[src/rtl/jtag_user_dr_if.sv]
// Bundle of JTAGG user-chain signals and the per-channel user-side outputs of jtag_user_dr.
// master = JTAGG / user-logic side, slave = the data-register block.
interface jtag_user_dr_if #(
    parameter int CHANNELS = 2,
    parameter int DR_WIDTH = 8
);
    // There is no valid/ready pair here. JTDI/JSHIFT/JUPDATE/JCE/JRTI are level
    // qualifiers sampled on every JTCK rising edge. UPD_STB and RTI_STB are
    // single-cycle strobes. DATA_OUT is valid from the cycle UPD_STB[i] is high
    // and holds until the next commit of that channel.
    logic                         JTDI;
    logic                         JSHIFT;
    logic                         JUPDATE;
    logic [CHANNELS-1:0]          JCE;
    logic [CHANNELS-1:0]          JRTI;
    logic [CHANNELS-1:0]          JTD;
    logic [CHANNELS*DR_WIDTH-1:0] DATA_IN;
    logic [CHANNELS*DR_WIDTH-1:0] DATA_OUT;
    logic [CHANNELS-1:0]          UPD_STB;
    logic [CHANNELS-1:0]          RTI_STB;
    logic [CHANNELS-1:0]          LEN_ERR;

    modport master (
        output JTDI, JSHIFT, JUPDATE, JCE, JRTI, DATA_IN,
        input  JTD, DATA_OUT, UPD_STB, RTI_STB, LEN_ERR
    );

    modport slave (
        input  JTDI, JSHIFT, JUPDATE, JCE, JRTI, DATA_IN,
        output JTD, DATA_OUT, UPD_STB, RTI_STB, LEN_ERR
    );
endinterface

[src/rtl/jtag_user_dr.sv]
// Multi-channel JTAG user data register: capture/shift/update per chain, with update and RTI strobes.
// Optional shift-length check enabled by defining JTAG_USER_DR_LENCHK_EN.
module jtag_user_dr #(
    parameter int                  CHANNELS    = 2,
    parameter int                  DR_WIDTH    = 8,
    parameter logic [DR_WIDTH-1:0] RESET_VALUE = '0
) (
    input logic            JTCK,
    input logic            JRST,
    jtag_user_dr_if.slave  bus
);
    logic [DR_WIDTH-1:0] shreg [CHANNELS];
    logic [DR_WIDTH-1:0] dout  [CHANNELS];
    logic [CHANNELS-1:0] sel;
    logic [CHANNELS-1:0] upd_stb;
    logic [CHANNELS-1:0] rti_stb;
    logic [CHANNELS-1:0] jrti_q;

`ifdef JTAG_USER_DR_LENCHK_EN
    // Counter saturates at DR_WIDTH+1 so any over-length shift stays distinguishable.
    localparam int CW = $clog2(DR_WIDTH + 2);
    logic [CW-1:0]       cnt [CHANNELS];
    logic [CHANNELS-1:0] len_err;
`endif

    always_ff @(posedge JTCK or posedge JRST) begin
        if (JRST) begin
            for (int i = 0; i < CHANNELS; i++) begin
                shreg[i] <= '0;
                dout[i]  <= RESET_VALUE;
`ifdef JTAG_USER_DR_LENCHK_EN
                cnt[i]   <= '0;
`endif
            end
            sel     <= '0;
            upd_stb <= '0;
            rti_stb <= '0;
            jrti_q  <= '0;
`ifdef JTAG_USER_DR_LENCHK_EN
            len_err <= '0;
`endif
        end else begin
            rti_stb <= bus.JRTI & ~jrti_q;
            jrti_q  <= bus.JRTI;
            upd_stb <= '0;
            for (int i = 0; i < CHANNELS; i++) begin
                // Commit uses the pre-edge shreg; a simultaneous capture/shift below wins sel.
                if (bus.JUPDATE && sel[i]) begin
                    sel[i] <= 1'b0;
`ifdef JTAG_USER_DR_LENCHK_EN
                    if (cnt[i] == CW'(DR_WIDTH)) begin
                        dout[i]    <= shreg[i];
                        upd_stb[i] <= 1'b1;
                        len_err[i] <= 1'b0;
                    end else begin
                        len_err[i] <= 1'b1;
                    end
`else
                    dout[i]    <= shreg[i];
                    upd_stb[i] <= 1'b1;
`endif
                end
                if (bus.JCE[i]) begin
                    sel[i] <= 1'b1;
                    if (bus.JSHIFT) begin
                        shreg[i] <= {bus.JTDI, shreg[i][DR_WIDTH-1:1]};
`ifdef JTAG_USER_DR_LENCHK_EN
                        if (cnt[i] != CW'(DR_WIDTH + 1))
                            cnt[i] <= cnt[i] + CW'(1);
`endif
                    end else begin
                        shreg[i] <= bus.DATA_IN[i*DR_WIDTH +: DR_WIDTH];
`ifdef JTAG_USER_DR_LENCHK_EN
                        cnt[i]   <= '0;
`endif
                    end
                end
            end
        end
    end

    always_comb begin
        bus.DATA_OUT = '0;
        bus.JTD      = '0;
        for (int i = 0; i < CHANNELS; i++) begin
            bus.DATA_OUT[i*DR_WIDTH +: DR_WIDTH] = dout[i];
            bus.JTD[i]                           = shreg[i][0];
        end
    end

    assign bus.UPD_STB = upd_stb;
    assign bus.RTI_STB = rti_stb;

`ifdef JTAG_USER_DR_LENCHK_EN
    assign bus.LEN_ERR = len_err;
`else
    assign bus.LEN_ERR = '0;
`endif
endmodule
[src/flat_wrapper.sv]
// flat-port wrapper written by rule: the top's interface ports become plain ports
module jtag_user_dr_flat 
#(
    parameter int                  CHANNELS    = 2,
    parameter int                  DR_WIDTH    = 8,
    parameter logic [DR_WIDTH-1:0] RESET_VALUE = '0
)
  (JTCK, JRST, bus_JTDI, bus_JSHIFT, bus_JUPDATE, bus_JCE, bus_JRTI, bus_DATA_IN, bus_JTD, bus_DATA_OUT, bus_UPD_STB, bus_RTI_STB, bus_LEN_ERR);
  jtag_user_dr_if #(.CHANNELS(CHANNELS), .DR_WIDTH(DR_WIDTH)) bus_i ();
  input logic JTCK;
  input logic JRST;
  input wire logic [$bits(bus_i.JTDI)-1:0] bus_JTDI;
  input wire logic [$bits(bus_i.JSHIFT)-1:0] bus_JSHIFT;
  input wire logic [$bits(bus_i.JUPDATE)-1:0] bus_JUPDATE;
  input wire logic [$bits(bus_i.JCE)-1:0] bus_JCE;
  input wire logic [$bits(bus_i.JRTI)-1:0] bus_JRTI;
  input wire logic [$bits(bus_i.DATA_IN)-1:0] bus_DATA_IN;
  output wire logic [$bits(bus_i.JTD)-1:0] bus_JTD;
  output wire logic [$bits(bus_i.DATA_OUT)-1:0] bus_DATA_OUT;
  output wire logic [$bits(bus_i.UPD_STB)-1:0] bus_UPD_STB;
  output wire logic [$bits(bus_i.RTI_STB)-1:0] bus_RTI_STB;
  output wire logic [$bits(bus_i.LEN_ERR)-1:0] bus_LEN_ERR;
  assign bus_i.JTDI = bus_JTDI;
  assign bus_i.JSHIFT = bus_JSHIFT;
  assign bus_i.JUPDATE = bus_JUPDATE;
  assign bus_i.JCE = bus_JCE;
  assign bus_i.JRTI = bus_JRTI;
  assign bus_i.DATA_IN = bus_DATA_IN;
  assign bus_JTD = bus_i.JTD;
  assign bus_DATA_OUT = bus_i.DATA_OUT;
  assign bus_UPD_STB = bus_i.UPD_STB;
  assign bus_RTI_STB = bus_i.RTI_STB;
  assign bus_LEN_ERR = bus_i.LEN_ERR;
  jtag_user_dr #(.CHANNELS(CHANNELS), .DR_WIDTH(DR_WIDTH), .RESET_VALUE(RESET_VALUE)) u_core (.JTCK(JTCK), .JRST(JRST), .bus(bus_i));
endmodule
[config.mk]
export PLATFORM = sky130hd
export DESIGN_NAME = jtag_user_dr_flat
export DESIGN_NICKNAME = d
export VERILOG_FILES = /design/src/rtl/jtag_user_dr_if.sv /design/src/rtl/jtag_user_dr.sv /design/src/flat_wrapper.sv
export SDC_FILE = /design/constraint.sdc
export NUM_CORES = 1
export LEC_CHECK = 0
export ABC_AREA = 1
export CELL_PAD_IN_SITES_DETAIL_PLACEMENT = 0
export CELL_PAD_IN_SITES_GLOBAL_PLACEMENT = 1
export CORE_MARGIN = 2
export CORE_UTILIZATION = 31
export CTS_CLUSTER_SIZE = 28
export DETAILED_ROUTE_END_ITERATION = 8
export PLACE_DENSITY_LB_ADDON = 0.1
export SLEW_MARGIN = 15
export SYNTH_ARGS = -nofsm -noshare
export SYNTH_HDL_FRONTEND = slang
export SYNTH_SLANG_ARGS = --single-unit
export TNS_END_PERCENT = 5
[constraint.sdc]
create_clock -name JTCK -period 1.2 [get_ports JTCK]
set_clock_uncertainty 0.1 [all_clocks]
set_input_delay 0.24 -clock JTCK [delete_from_list [all_inputs] [get_ports JTCK]]
set_output_delay 0.24 -clock JTCK [all_outputs]
set_load 0.01 [all_outputs]
# Word level (Yosys, flattened, before mapping)
# Cells that the tools add are included.
[totals]
reg_bits = 40
input_bits = 25
output_inout_bits = 24
wordCells = 23
[op_classes]
n_mux = 8
bitwise = 2
n_reduce_logical = 4
[ops]
columns = ["operator", "count"]
rows = [
  ["two-way mux 8 bit", 2],
  ["two-way mux 1 bit", 6],
  ["nonzero test 2 bit", 2],
  ["AND 2 bit", 1],
  ["logical AND 1 bit", 2],
  ["NOT 2 bit", 1],
]

# Logic depth before layout (Yosys ltp)
[logic_depth]
ltp_word = 3
ltp_mapped = 6
ltp_nobuf = 5

# Least setup slack after synthesis
# Ideal clock, no wire load.
[synth_timing]
path_kind = "register to register"
startpoint = "register u_core.sel[1]"
endpoint = "register u_core.dout (netlist bit u_core.bus.DATA_OUT[10])"
setup_time_ns = 0.074
arrival_time_ns = 0.745
required_ns = 1.026
setup_slack_ns = 0.281
path_stages_with_launch = 5
path_buffers = 1
synth_period_minus_slack_ns = 0.919
cell_sequence = "dfrtp_1 > nand2_2 > buf_6 > nand2_1 > o21ai_2"
[synth_between]
elab_chain_len = 1
[synth_lines]
columns = ["item", "line", "text"]
rows = [
  ["start: declaration", "jtag_user_dr.sv:14", "logic [CHANNELS-1:0] sel;"],
  ["start signal: assignment", "jtag_user_dr.sv:35", "sel <= '0;"],
  ["start signal: indexed assignment", "jtag_user_dr.sv:49", "sel[i] <= 1'b0;"],
  ["start signal: indexed assignment", "jtag_user_dr.sv:64", "sel[i] <= 1'b1;"],
  ["logical AND 1 bit", "jtag_user_dr.sv:48", "if (bus.JUPDATE && sel[i]) begin"],
  ["end signal: indexed assignment", "jtag_user_dr.sv:59", "dout[i] <= shreg[i];"],
  ["end: declaration", "jtag_user_dr.sv:13", "logic [DR_WIDTH-1:0] dout [CHANNELS];"],
]
# Every way passes these cells.
# A chain may end at the register's enable or synchronous reset.

# Worst setup path in the final report
[layout_timing]
startpoint = "register u_core.dout (netlist bit u_core.bus.DATA_OUT[14])"
endpoint = "output port bus_DATA_OUT[14]"
[layout_rtl]
columns = ["item", "line", "text"]
rows = [
  ["end: declaration", "flat_wrapper.sv:19", "output wire logic [$bits(bus_i.DATA_OUT)-1:0] bus_DATA_OUT;"],
]
# No word-level cell between the ends.

==> summary.txt <==
Global route
  • Total GRT Usage: roughly an eighth
  • Initial antenna violation count: 0
  • Total grt overflow: 0
  • Vias in the first global route: 1,320
  • First-pass GRT wire length: about 6.3 mm
  • Pin count of the biggest net entering global routing: 41

Logic synthesis
  • Synth Warn #: 0
  • Count leader, synth: nand2_1
  • Yosys reg bits: 40
  • Synth top cells by count: nand2_1, dfrtp_1, inv_1, nand3_1, o21ai_2
  • Top cells by area, synth: dfrtp_1, nand2_1, inv_1
  • Area leader, netlist: dfrtp_1
  • Fraction of registers with async set/reset: 100%
  • Mapped Area: around 0.0018 mm2
  • Synth unique cells: 13
  • Mapped Cells: ~210
  • Register area share after synthesis: a little under three fifths
  • Top cell type's share of synthesized area: 55.7%
  • Syn Area/Cell: approximately 8.5 um2
  • Post-synth EDFFs: 0
  • Post-synth top flop: dfrtp_1

Job
  • MaxCap Viol Count: 0

Placed design
  • HPWL after detailed placement: about 2.6 mm
  • GPL Wtd Cong: 0.747
  • PortBufs: 46
  • Post-DP Area: about 0.0024 mm2

Final layout
  • Area growth syn-to-layout: 32.6%
  • Final Instance Area: between 0.002 and 0.0025 mm2
  • Fin nets: roughly 300
  • Ant diodes: 0
  • Share of layout cells above drive strength 1: a little under a quarter

Die
  • I/O pin total: 49
  • Die area: 0.00642 mm2
  • Site Rows: 27
  • Core ar.: about 0.0055 mm2
  • Chip Height: about 80 um
  • Initial Util: about a third
  • Die width: 80.1 um

Clock network
  • CTS tree: done
  • Post-CTS setup buffers: 0
  • # hold bufs at CTS: 0
  • Num CTS Buffers: 5
  • CTS clk-pin slew, worst paths: around 0.07 ns
  • Root buffer cell: clkbuf_8
  • Clock Sinks: 40
  • CTS H-tree lvls: 2
  • Clock latency on the worst-skew pair: 0.29 ns
  • Post-CTS sizing: 86
  • Clk buf depth: 2

Setup path
  • Top delay family on crit path: flip-flops
  • Crit path kind: reg -> out
  • CP Cell Sequence: buf_2
  • Crit-path max FO: 2
  • Reg2reg start: u_core.sel[0]$_DFFE_PP0P_
  • Crit-path slowest cell: dfrtp_1
  • Worst Setup SP: u_core.bus.DATA_OUT[14]$_DFFE_PP0P_
  • Critical path startpoint category: flop
  • Worst EP arrival: 0.82 ns
  • Largest stage delay on the critical path: just under 0.4 ns
  • Required time of the critical path: 0.86 ns
  • Bufs and invs on worst path: 1
  • CP Capture Type: primary output

STA
  • Setup violators final: 0
  • Tmin final: between 1 and 1.5 ns
  • Period utilization: just under 100%
  • Fmax: between 800 and 900 MHz
  • Final hold slack: 0.239 ns
  • Final slew viol count: 0
  • Final hold vios: 0
  • Unrepaired setup endpoints after global routing: true
  • Total negative slack: 0 ns

Detailed routing
  • Routed Antenna Nets: 0
  • First DRT Iteration DRCs: 22
  • Pre-Repair DR Iteration Count: 4
  • Per-cell routed wire length: around 11 um
  • Vias: between 1,000 and 1,500
  • DR DRC count: 0
  • Total Routed Length: approximately 3.7 mm
  • DR vias/cell: between 4 and 5

Power and ir drop
  • Pwr/cell area: ~1300 mW/mm2
  • Peak VDD IR: between 400 and 500 uV
  • Total Power: 0.00314 W
  • Leak: ~1.3 nW

Run status
  • Status: finished, final reports clean

Worst hold path
  • Min-delay worst type: in -> async
state kept, by name, summed over array words and instances (netlist names):
register,flops
u_core.bus.UPD_STB,2
u_core.bus.DATA_OUT,16
u_core.jrti_q,2
u_core.bus.RTI_STB,2
u_core.sel,2
u_core.shreg,14
u_core.bus.JTD,2
placed cells by master (no fill, tap or decap), drive strengths merged, types with 3 or more instances in the layout:
| master | netlist | final |
|---|---|---|
| clkinv | 2 | 3 |
| inv | 36 | 35 |
| buf | 11 | 38 |
| clkbuf | 0 | 7 |
| clkdlybuf4s50 | 0 | 24 |
| o21ai | 16 | 16 |
| dfrtp | 40 | 40 |
| nand3 | 14 | 14 |
| nand2 | 89 | 89 |
area by class of cell:
type	count	area, um2
clock buffer	6	72.6
clock inverter	1	5.00
fill	610	3160
inverter	38	149
multi-input combinational	123	562
sequential	40	1000
tap	72	90.1
timing repair buffer	63	503
final timing paths:
kind / end / slack, ns / cells past startpoint
min in group JTCK: u_core.bus.RTI_STB[0]$_DFF_PP0_ / 0.29 / 1
max: bus_DATA_OUT[14] / 0.04 / 1
max reg2reg: u_core.bus.DATA_OUT[0]$_DFFE_PP0P_ / 0.20 / 4
min reg2reg: u_core.bus.RTI_STB[0]$_DFF_PP0_ / 0.29 / 1
min: u_core.bus.DATA_OUT[8]$_DFFE_PP0P_ / 0.24 / 3
max in group asynchronous: u_core.shreg[13]$_DFFE_PP0P_ / 0.56 / 3
logic make-up (layout without fill, tap and decap cells):
logic type	Yosys count	after routing	share of synthesized area (%)
buffers and inverters	49	108	13.5
AND/OR/NAND/NOR	105	105	23.2
AO/OA/AOI/OAI	16	16	7.38
other	1	2	0.209
flip-flops	40	40	55.7
report_power, final:
group	total (W)	internal, W	switching [W]
logic	0.000711	0.000341	0.000370
registers	0.00160	0.00152	0.0000818
clock network	0.000833	0.000395	0.000437
stage by stage:
stage	util, %	setup slack, ns	std cells
floorplan	-	0.281	212
global placement	43.5	-0.242	336
detailed placement	43.5	-0.257	336
CTS	43.0	-0.0182	343
global route	43.0	-0.000414	343
finish	43.0	0.0353	343
layer usage:
metal	part of all wire [%]	vias up	global-route usage, %
li1	-	738	-
met1	49	613	17.5
met2	43	35	19.8
met3	6.6	6	3.93
met4	1.4	0	4.07
met5	0	-	0
(Power assumes the default switching activity.)
